--- src/rtl/pipe_stage_buf.sv ---
// Pipeline-stage register with valid/ready handshake and a one-entry skid buffer.
// Outputs decode from registered state only, so no input reaches an output combinationally.
module pipe_stage_buf #(
  parameter int unsigned          WIDTH          = 32,
  parameter logic [WIDTH-1:0]     RST_VALUE      = '0,
  parameter bit                   CLEAR_ON_EMPTY = 1'b0,
  parameter int unsigned          CNT_W          = 16
) (
  input  logic             clk,
  input  logic             rst,
  input  logic             flush,
  input  logic             in_valid,
  output logic             in_ready,
  input  logic [WIDTH-1:0] in_data,
  output logic             out_valid,
  input  logic             out_ready,
  output logic [WIDTH-1:0] out_data,
  output logic [1:0]       occupancy,
  input  logic             stall_clr,
  output logic [CNT_W-1:0] stall_count
);

  typedef enum logic [1:0] {
    ST_EMPTY = 2'd0,
    ST_ONE   = 2'd1,
    ST_FULL  = 2'd2
  } state_t;

  state_t             r_state;
  state_t             w_state_nxt;
  logic [WIDTH-1:0]   r_main;
  logic [WIDTH-1:0]   w_main_nxt;
  logic [WIDTH-1:0]   r_skid;
  logic [WIDTH-1:0]   w_skid_nxt;
  logic [CNT_W-1:0]   r_stall;
  logic [CNT_W-1:0]   w_stall_nxt;
  logic               w_accept;
  logic               w_deliver;
  logic               w_stalled;
  logic [WIDTH-1:0]   w_empty_value;

  assign w_accept      = in_valid & in_ready;
  assign w_deliver     = out_valid & out_ready;
  assign w_stalled     = out_valid & ~out_ready;
  // What the main register shows once the stage has nothing left to offer.
  assign w_empty_value = CLEAR_ON_EMPTY ? RST_VALUE : r_main;

  // NOTE: every signal assigned in this block gets a default first; a path
  // that leaves one unassigned would infer a latch.
  always_comb begin
    w_state_nxt = r_state;
    w_main_nxt  = r_main;
    w_skid_nxt  = r_skid;

    unique case (r_state)
      ST_EMPTY: begin
        if (w_accept) begin
          w_state_nxt = ST_ONE;
          w_main_nxt  = in_data;
        end
      end
      ST_ONE: begin
        if (w_accept && w_deliver) begin
          w_main_nxt = in_data;
        end else if (w_accept) begin
          w_state_nxt = ST_FULL;
          w_skid_nxt  = in_data;
        end else if (w_deliver) begin
          w_state_nxt = ST_EMPTY;
          w_main_nxt  = w_empty_value;
        end
      end
      ST_FULL: begin
        if (w_deliver) begin
          w_state_nxt = ST_ONE;
          w_main_nxt  = r_skid;
        end
      end
      default: begin
        w_state_nxt = ST_EMPTY;
      end
    endcase

    // A deliver in this cycle still completes downstream; an accepted word is dropped.
    if (flush) begin
      w_state_nxt = ST_EMPTY;
      w_main_nxt  = w_empty_value;
      w_skid_nxt  = r_skid;
    end
  end

  always_comb begin
    w_stall_nxt = r_stall;
    if (stall_clr) begin
      w_stall_nxt = '0;
    end else if (w_stalled && (r_stall != '1)) begin
      w_stall_nxt = r_stall + CNT_W'(1);
    end
  end

  // NOTE: sequential state uses non-blocking assignments so every register
  // samples the pre-edge values of the others, independent of statement order.
  always_ff @(posedge clk) begin
    if (rst) begin
      r_state <= ST_EMPTY;
      r_main  <= RST_VALUE;
      r_skid  <= RST_VALUE;
      r_stall <= '0;
    end else begin
      r_state <= w_state_nxt;
      r_main  <= w_main_nxt;
      r_skid  <= w_skid_nxt;
      r_stall <= w_stall_nxt;
    end
  end

  always_comb begin
    in_ready  = 1'b1;
    out_valid = 1'b0;
    occupancy = 2'd0;
    unique case (r_state)
      ST_EMPTY: begin
        in_ready  = 1'b1;
        out_valid = 1'b0;
        occupancy = 2'd0;
      end
      ST_ONE: begin
        in_ready  = 1'b1;
        out_valid = 1'b1;
        occupancy = 2'd1;
      end
      ST_FULL: begin
        in_ready  = 1'b0;
        out_valid = 1'b1;
        occupancy = 2'd2;
      end
      default: begin
        in_ready  = 1'b1;
        out_valid = 1'b0;
        occupancy = 2'd0;
      end
    endcase
  end

  assign out_data    = r_main;
  assign stall_count = r_stall;

endmodule

--- config.mk ---
export PLATFORM = sky130hd
export DESIGN_NAME = pipe_stage_buf
export DESIGN_NICKNAME = d
export VERILOG_FILES = /design/src/rtl/pipe_stage_buf.sv
export SDC_FILE = /design/constraint.sdc
export NUM_CORES = 1
export LEC_CHECK = 0
export CORE_MARGIN = 2
export CORE_UTILIZATION = 40
export CTS_CLUSTER_SIZE = 30
export DETAILED_ROUTE_END_ITERATION = 8
export HOLD_SLACK_MARGIN = 0.06
export PLACE_DENSITY = 0.7
export SLEW_MARGIN = 20
export SYNTH_ARGS = -nofsm -noshare
export SYNTH_HDL_FRONTEND = slang
export SYNTH_SLANG_ARGS = --single-unit
--- constraint.sdc ---
create_clock -name clk -period 4.2 [get_ports clk]
set_input_delay 0.42 -clock clk [delete_from_list [all_inputs] [get_ports clk]]
set_output_delay 0.42 -clock clk [all_outputs]
set_load 0.02 [all_outputs]
## Yosys cells after proc, flatten, opt, wreduce, memory -nomap -nowiden

Index checks and enable logic that the tools add are counted.

- Register bits: 82
- Input port bits: 38
- Output and inout bits: 52
- Logic and storage cells: 42

- $add $sub $neg: 1
- Eq/ne operators: 8
- Multiplexer cells: 13
- Bitwise logic cells: 6
- Reduce and logical (&&, ||, !) cells: 10

Operators by type and width:

| kind | count |
|---|---|
| $mux 32 | 3 |
| $pmux 32 s3 | 1 |
| $add 16x1->16 const B | 1 |
| $ne 16x16->1 const B | 1 |
| $mux 2 | 5 |
| $ne 2x2->1 const B | 4 |
| $reduce_and 4->1 | 2 |
| $pmux 2 s3 | 1 |
| $reduce_or 2->1 | 3 |
| $reduce_and 5->1 | 1 |
| $pmux 2 s2 | 1 |
| $and 1x1->1 | 3 |
| $ne 3x3->1 const B | 1 |
| $not 1->1 | 3 |
| $reduce_bool 3->1 | 1 |
| $eq 2x1->1 const B | 1 |
| $eq 2x2->1 const B | 1 |
| $logic_and 1x1->1 | 2 |
| $logic_not 2->1 | 1 |
| $mux 1 | 2 |

## Logic depth before layout (Yosys ltp)

Gate-level depths: netlist of the first run.

- Word-level depth: 8
- Depth in mapped cells: 9
- Gate-level depth less buffers: 6

## Least setup slack after synthesis of the first run

No wires, ideal clock.

- Path kind: register -> register
- Start: register r_state[0]
- End: register r_stall[13] (netlist: stall_count[13])
- Library setup time: 0.070 ns
- Data arrival time: 2.108 ns
- Data required time: 4.130 ns
- Slack: 2.022 ns
- Stages on the path, launching flop included: 8
- Buffers on the path: 1
- Period minus slack after synthesis: 2.178 ns
- Path through: dfxtp_1 -> inv_1 -> ha_1 -> nand4b_4 -> or3_1 -> clkbuf_2 -> or4_1 -> a21oi_1

- Cells in the longest elaborated chain, start to end: 5
- Elaborated cells between the ends (all ways): 6
- Those cells by class: 2 x eq/ne; 1 x mux; 1 x bitwise; 2 x reduce/logical

RTL lines:

| element | line | RTL |
|---|---|---|
| start, declared | 29 | `state_t r_state;` |
| start signal, assigned | 110 | `r_state <= w_state_nxt;` |
| $eq 2x2->1 / $eq 2x1->1 (equally long branches) | 121 | `unique case (r_state)` |
| $reduce_or 2->1 (no source line) * | - |  |
| $mux 1 * | 121 |  |
| net out_valid | 15 | `output logic out_valid,` |
| $and 1x1->1 * | 44 | `assign w_stalled = out_valid & ~out_ready;` |
| $logic_and 1x1->1 * | 96 | `end else if (w_stalled && (r_stall != '1)) begin` |
| end signal, assigned | 113 | `r_stall <= w_stall_nxt;` |
| end, declared | 35 | `logic [CNT_W-1:0] r_stall;` |

The timed path passes the listed nets; every way through them passes the cells marked *.
A chain may end at the register's enable or synchronous reset.

## Worst setup path in the final report of the first run

- Start: register r_state[1]
- End: register r_main[15] (netlist: out_data[15])

- Cells in the longest elaborated chain, start to end: 7
- Elaborated cells between the ends (all ways): 15
- Those cells by class: 5 x eq/ne; 3 x mux; 2 x bitwise; 5 x reduce/logical

RTL lines:

| element | line | RTL |
|---|---|---|
| $eq 2x2->1 / $eq 2x1->1 (equally long branches) | 55, 121 |  |
| $reduce_or 2->1 (no source line) | - |  |
| $mux 1 | 121 |  |
| $and 1x1->1 | 43 | `assign w_deliver = out_valid & out_ready;` |
| $logic_and 1x1->1 | 63 | `if (w_accept && w_deliver) begin` |
| $ne 2x2->1 (no source line) | - |  |
| $reduce_and 5->1 (no source line) | - |  |
| end signal, assigned | 111 | `r_main <= w_main_nxt;` |
| end, declared | 31 | `logic [WIDTH-1:0] r_main;` |

Parallel ways exist; a longest one is shown, timed or not.

==> parameters.txt, run 1 <==
Parameter                              Value

Floorplanning
  Area enclosed by the die boundary ... 9950 um2
  Number of standard-cell rows in the floorplan ... 34
  Die boundary height ... 99.7 um
  DIE WIDTH ... 99.7 um
  I/O Pins ... 90
  Starting Density ... 0.416
  Core region area ... 8810 um2

Yosys
  Fraction of the yosys area taken by sequential cells ... 0.448
  Library cell with the largest summed area after synthesis ... sky130_fd_sc_hd__dfxtp_1
  Count of unique library cells instantiated by Yosys ... 46
  Leading cell types by total area after synthesis ... sky130_fd_sc_hd__dfxtp_1 45%, sky130_fd_sc_hd__a21oi_1 10%, sky130_fd_sc_hd__mux2i_1 9.8%
  Yosys warning count ... 0
  Flip-flop and latch count after synthesis ... 82
  Mean area per synthesized cell ... 8.79 um2
  Number of flops mapped to enable cells by yosys ... 0
  Post-Syn Area ... 3670 um2
  Post-synthesis net count ... 460
  Fraction of synthesis flops using an asynchronous set or reset pin ... 0
  Instance count of the mapped netlist ... 417
  Most numerous cell types in the synthesized netlist ... 82 x sky130_fd_sc_hd__dfxtp_1, 76 x sky130_fd_sc_hd__a21oi_1, 74 x sky130_fd_sc_hd__nand2_1
  Library cell with the highest instance count after synthesis ... sky130_fd_sc_hd__dfxtp_1
  Leading register cell type out of synthesis ... sky130_fd_sc_hd__dfxtp_1
  Top-area cell type share of the netlist area ... 0.448

Place
  Port bufs ... 89
  Pre-CTS setup slack ... 1130 ps
  Final GP Congestion ... 0.796
  Detailed placer's ending HPWL ... 6.11 mm
  Instance count after placement with tap cells included ... 590

Outcome
  Outcome ... complete, no violations

Pwr
  Sequential share of power ... 0.516
  VDD IR-drop max ... 201 uV
  Clk network pwr share ... 0.326
  Share of total power consumed by net switching ... 0.277
  Combinational cell fraction of total power ... 0.158
  Cell area power density ... 337 nW/um2
  Internal Power ... 1.17 mW
  Leakage power figure ... 1.54 nW
  Switching power total ... 0.448 mW

Clocking
  Htree depth ... 3
  PostCTS Resize Cnt ... 0
  Clock transition at the registers of the reported paths ... 80 ps
  Hold buffers post-CTS ... 0
  Number of buffers created by CTS ... 9
  Clock net sink count ... 82
  Maximum clock insertion buffer count ... 2
  Insertion delay to the later sink of the worst-skew pair ... 350 ps
  Root Buffer ... sky130_fd_sc_hd__clkbuf_8
  Setup repair bufs after CTS ... 0
  CTS tree ... built

Flow run
  Total of max-cap violations ... 0

Global route
  Vias in the first global route ... 3022
  Overall fraction of global-route tracks in use ... 0.179
  Global-route wire length before repair ... 14.3 mm
  Overflow left after global routing ... 0
  Antenna violations before repair ... 0
  Pin count of the biggest net entering global routing ... 49

Route
  Via total after detailed routing ... 3319
  Detail-routed net length per standard cell ... 14.9 um
  Wire length reported by the detailed router ... 9.02 mm
  Post-detailed-route count of antenna-violating nets ... 0
  Detailed Route Iter0 Violations ... 122
  Vias/cell ... 5.49
  Total DRC errors in the routed layout ... 0
  Number of search-and-repair iterations in the first detailed-routing pass ... 4

Finish
  Nets@finish ... 536
  Diode insertion count for antenna repair ... 0
  Layout cell share with drive strength beyond 1 ... 0.0664
  Area growth from synthesis to final layout ... 30.9%
  Fin cells ... 605

STA
  Total negative setup slack ... 0 ps
  Worst hold slack across all endpoints ... 459 ps
  Setup violators final ... 0
  Post-route clock period utilization ... 0.659
  Fin. max-slew vios ... 0
  Hold Vio Cnt, Final ... 0
  Worst setup slack after layout ... 1430 ps
  Setup repair after global routing missed its margin ... no
  Worst Tran Pin Value ... 751 ps
  Relative slew slack ... 0.495
  Min Clock Period, post-route ... 2770 ps
  Worst setup skew after layout ... 15.0 ps
  Highest Clock Rate ... 361 MHz

Worst setup path
  Required time reported for the critical path endpoint ... 4410 ps
  Cell with the biggest individual delay on the critical path ... sky130_fd_sc_hd__and2_1
  Worst Setup End Kind ... flop
  Data arrival, critical path ... 2980 ps
  WS Path Type ... reg2reg
  Cells along the critical path ... inv_1 > ha_1 > and4b_1 > nand2b_1 > buf_4 > and2_1 > buf_4 > a211oi_1
  Cell type with the highest occurrence count on the critical path ... sky130_fd_sc_hd__buf_4
  Max incr delay on CP ... 510 ps
  Crit path max-delay family ... simple AND/OR/NAND/NOR gates
  Critical path launch point type ... flop
  Max FO, Critical Path ... 33
  Buf/Inv on CP ... 3

Min path
  Worst hold path type ... reg2reg
sequential cells by signal, indices dropped and copies added, names as in the netlist:
signal	flops
out_data	32
r_skid	32
stall_count	16
r_state	2
cells by family after synthesis:
group           synth area share
fa+ha+maj                 0.0171
compound gates             0.221
flops                      0.448
mux                       0.0983
buf+inv                   0.0440
simple gates               0.172
worst reg2reg max path, stage by stage (launching register included):
cell	delay, ps
sky130_fd_sc_hd__dfxtp_1	400
sky130_fd_sc_hd__inv_1	80
sky130_fd_sc_hd__ha_1	500
sky130_fd_sc_hd__and4b_1	260
sky130_fd_sc_hd__nand2b_1	120
sky130_fd_sc_hd__buf_4	320
sky130_fd_sc_hd__and2_1	530
sky130_fd_sc_hd__buf_4	320
sky130_fd_sc_hd__a211oi_1	100
power groups by stage:
stage	Combinational (mW)	Sequential [mW]	Clock, mW
2_1_floorplan	0.104	0.878	0
4_1_cts	0.257	0.834	0.540
3_3_place_gp	0.252	0.851	0
5_1_grt	0.276	0.838	0.572
6_report	0.255	0.834	0.526
3_5_place_dp	0.257	0.851	0
per-layer routing:
layer | track usage | vias to the layer above | part of all wire
li1 | - | 1660 | -
met1 | 0.221 | 1552 | 0.45
met2 | 0.307 | 97 | 0.47
met3 | 0.0541 | 10 | 0.064
met4 | 0.0443 | 0 | 0.012
met5 | 0 | - | 0
layout by cell type, fill, tap and decap left out, drive strengths merged, types with 8 or more instances in the layout:
cell,Yosys,final
inv,8,10
nand2,74,74
clkbuf,22,11
buf,8,8
dfxtp,82,82
clkdlybuf4s50,0,88
a211oi,33,33
mux2i,36,36
a21oi,76,76
layout make-up:
type | instances | area [um2]
clock buffers | 11 | 141
multi-input cells | 296 | 1880
repair buffers | 96 | 938
flip-flops and latches | 82 | 1640
fillers | 822 | 4010
well taps | 108 | 135
inverters | 8 | 30.0
clock inverters | 4 | 35.0
path summary, 6_finish.rpt:
path | slack [ps] | end | startpoint | cells past startpoint
worst max-delay path | 1430 | out_data[15]$_SDFFE_PP0P_ | r_state[1]$_SDFFE_PP0P_ | 8
worst min-delay path | 460 | r_skid[30]$_SDFFE_PP0P_ | r_skid[30]$_SDFFE_PP0P_ | 2
worst max register to register | 1430 | out_data[15]$_SDFFE_PP0P_ | r_state[1]$_SDFFE_PP0P_ | 8
worst min register to register | 460 | r_skid[30]$_SDFFE_PP0P_ | r_skid[30]$_SDFFE_PP0P_ | 2
metrics by stage:
step / util / power, mW / area (um2)
final: 0.545 / 1.62 / 4800
after global routing: 0.545 / 1.69 / 4800
after CTS: 0.545 / 1.63 / 4800
after detailed placement: 0.525 / 1.11 / 4620
after global placement: 0.525 / 1.10 / 4620
after floorplan: - / 0.982 / 3670
No activity file was read; power rests on OpenSTA's default activity.
==> run 2: changes to the inputs <==
- clock period: 4.2 -> 2.8 ns (I/O delays scaled with it)
==> run 2 against run 1 <==
Effect of this change: critical path depth fell by 2; count of clock-buffer cells in the layout did not move; non-clock buffer count rose by 3; combinational power rose by 54%; first-iteration DRC count rose by 52%; clock power rose by 63%; cell count rose by 0.50%; flip-flop and latch count did not move; critical path type unchanged.
==> parameters.txt, run 2 (synthesis gave the netlist of run 1 again) <==
Parameter                              Value

Outcome
  Outcome ... complete, no violations

Floorplanning
  Starting Density ... 0.416 (unchanged)
  Area enclosed by the die boundary ... 9950 um2 (unchanged)
  Core region area ... 8810 um2 (unchanged)
  DIE WIDTH ... 99.7 um (unchanged)
  I/O Pins ... 90 (unchanged)
  Die boundary height ... 99.7 um (unchanged)
  Number of standard-cell rows in the floorplan ... 34 (unchanged)

Route
  Via total after detailed routing ... 3361 (+1.3%)
  Vias/cell ... 5.53 (+0.77%)
  Detailed Route Iter0 Violations ... 186 (+52%)
  Detail-routed net length per standard cell ... 15.3 um (+2.4%)
  Total DRC errors in the routed layout ... 0 (unchanged)
  Wire length reported by the detailed router ... 9.28 mm (+2.9%)
  Number of search-and-repair iterations in the first detailed-routing pass ... 4 (unchanged)
  Post-detailed-route count of antenna-violating nets ... 0 (unchanged)

Global route
  Overflow left after global routing ... 0 (unchanged)
  Pin count of the biggest net entering global routing ... 66 (+35%)
  M1 GR Usage ... 0.238 (+0.0169)
  Met2 global-route usage ... 0.326 (+0.0192)
  Global-route wire length before repair ... 15.3 mm (+6.9%)
  Overall fraction of global-route tracks in use ... 0.191 (+0.0118)
  Antenna violations before repair ... 0 (unchanged)
  Vias in the first global route ... 3170 (+4.9%)
  Met3 usage ... 0.0604 (+0.00632)
  Peak-usage layer in the global routing report ... met2

Min path
  Endpoint, Worst Hold ... stall_count[3]$_SDFFE_PP0P_
  Hold Path Origin ... rst
  Hold-critical path depth ... 3 (+1)
  Worst hold path type ... in2reg

Pwr
  Cell area power density ... 516 nW/um2 (+53%)
  Internal Power ... 1.84 mW (+57%)
  Switching power total ... 0.660 mW (+48%)
  Sequential share of power ... 0.499 (-0.017)
  Share of total power consumed by net switching ... 0.264 (-0.0128)
  Clk network pwr share ... 0.344 (+0.018)
  Combinational cell fraction of total power ... 0.157 (about the same)
  Leakage power figure ... 1.56 nW (+1.3%)
  VDD IR-drop max ... 253 uV (+26%)

Place
  Pre-CTS setup slack ... 485 ps (-649 ps)
  Detailed placer's ending HPWL ... 6.29 mm (+2.9%)
  Port bufs ... 89 (unchanged)
  Final GP Congestion ... 0.853 (+7.2%)

Finish
  Most frequent cells in the layout ... 88 x sky130_fd_sc_hd__clkdlybuf4s50_1, 82 x sky130_fd_sc_hd__dfxtp_1, 76 x sky130_fd_sc_hd__a21oi_1
  Diode insertion count for antenna repair ... 0 (unchanged)
  Layout cell share with drive strength beyond 1 ... 0.0720 (+0.00560)
  Leading cell type in the layout, fill and taps excluded ... sky130_fd_sc_hd__clkdlybuf4s50_1
  Nets@finish ... 539 (+0.56%)
  Number of fill cells ... 811 (-1.3%)
  Area growth from synthesis to final layout ... 32.0%

Clocking
  Number of buffers created by CTS ... 9 (unchanged)
  Clock net sink count ... 82 (unchanged)
  Clock transition at the registers of the reported paths ... 80 ps (about the same)
  Maximum clock insertion buffer count ... 2 (unchanged)
  Htree depth ... 3 (unchanged)
  Hold buffers post-CTS ... 0 (unchanged)
  Insertion delay to the later sink of the worst-skew pair ... 350 ps (about the same)
  PostCTS Resize Cnt ... 0 (unchanged)
  Root Buffer ... sky130_fd_sc_hd__clkbuf_8
  CTS tree ... built
  Setup repair bufs after CTS ... 0 (unchanged)

Worst setup path
  Startpoint of the most critical setup path ... r_state[0]$_SDFFE_PP0P_
  Depth of the worst register-to-register path ... 6 (-2)
  Critical path launch point type ... flop
  WS Path Type ... reg2reg
  Worst Setup End Kind ... flop
  Max FO, Critical Path ... 8 (-76%)
  Startpoint of the worst register-to-register path ... r_state[0]$_SDFFE_PP0P_
  Register-to-register setup slack ... 440 ps (-990 ps)
  Data arrival, critical path ... 2590 ps (-390 ps)
  Required time reported for the critical path endpoint ... 3030 ps (-1380 ps)
  Reg2Reg Capture Point ... stall_count[12]$_SDFFE_PP0P_

Flow run
  Total of max-cap violations ... 0 (unchanged)

STA
  Setup violators final ... 0 (unchanged)
  Min Clock Period, post-route ... 2360 ps (-410 ps)
  Worst setup slack after layout ... 443 ps (-990 ps)
  Fin. max-slew vios ... 0 (unchanged)
  Relative slew slack ... 0.501 (+0.00633)
  Worst hold slack across all endpoints ... 246 ps (-213 ps)
  Hold Vio Cnt, Final ... 0 (unchanged)
  Total negative setup slack ... 0 ps (unchanged)
  Worst setup skew after layout ... 7.87 ps (-7.10 ps)
  Setup repair after global routing missed its margin ... no
  Worst Tran Pin Value ... 742 ps (-9.42 ps)
  Post-route clock period utilization ... 0.842 (+0.183)
  Highest Clock Rate ... 424 MHz (+17%)
[run 2: critical path, stage by stage (launching register included)]
cell,delay (ps)
sky130_fd_sc_hd__dfxtp_1,390
sky130_fd_sc_hd__inv_1,90
sky130_fd_sc_hd__ha_1,500
sky130_fd_sc_hd__nand3b_1,260
sky130_fd_sc_hd__nor3_1,640
sky130_fd_sc_hd__and4_1,290
sky130_fd_sc_hd__nor3_1,50
[run 2: worst max path at each step]
stage / endpoint / slack, ps / depth (start not counted)
2_1_floorplan: stall_count[13]$_SDFFE_PP0P_ / 620 / 7
3_3_place_gp: stall_count[9]$_SDFFE_PP0P_ / 520 / 5
3_5_place_dp: stall_count[12]$_SDFFE_PP0P_ / 480 / 6
4_1_cts: occupancy[1] / 430 / 3
5_1_grt: stall_count[8]$_SDFFE_PP0P_ / 260 / 6
6_report: stall_count[12]$_SDFFE_PP0P_ / 440 / 6
[run 2: metrics by stage]
stage               area, um2  power [mW]  utilization  std cells
finish                   4840        2.50        0.549        608
floorplan                3670        1.47            -        417
detailed placement       4650        1.67        0.528        593
global route             4840        2.60        0.549        608
global placement         4650        1.66        0.528        593
CTS                      4840        2.52        0.549        608
[run 2: final cells by class]
class | instances | area (um2) | area share
Clock inverter | 4 | 51.3 | 0.0106
Sequential cell | 82 | 1640 | 0.339
Clock buffer | 11 | 141 | 0.0292
Timing Repair Buffer | 99 | 961 | 0.199
Multi-Input combinational cell | 296 | 1880 | 0.388
Inverter | 8 | 30.0 | 0.00621
Tap cell | 108 | 135 | 0.0279
[run 2: power groups by stage]
| stage | Sequential [mW] | Combinational (mW) | Clock, mW |
|---|---|---|---|
| floorplan | 1.32 | 0.156 | 0 |
| global placement | 1.27 | 0.389 | 0 |
| detailed placement | 1.27 | 0.396 | 0 |
| CTS | 1.25 | 0.397 | 0.878 |
| global route | 1.25 | 0.424 | 0.923 |
| finish | 1.25 | 0.393 | 0.858 |
[run 2: per-layer routing]
| layer | vias up | share of wire | wire (um) |
|---|---|---|---|
| li1 | 1669 | - | - |
| met3 | 11 | 0.062 | 577 |
| met2 | 98 | 0.48 | 4450 |
| met5 | - | 0 | 0 |
| met4 | 0 | 0.011 | 106 |
| met1 | 1583 | 0.45 | 4140 |
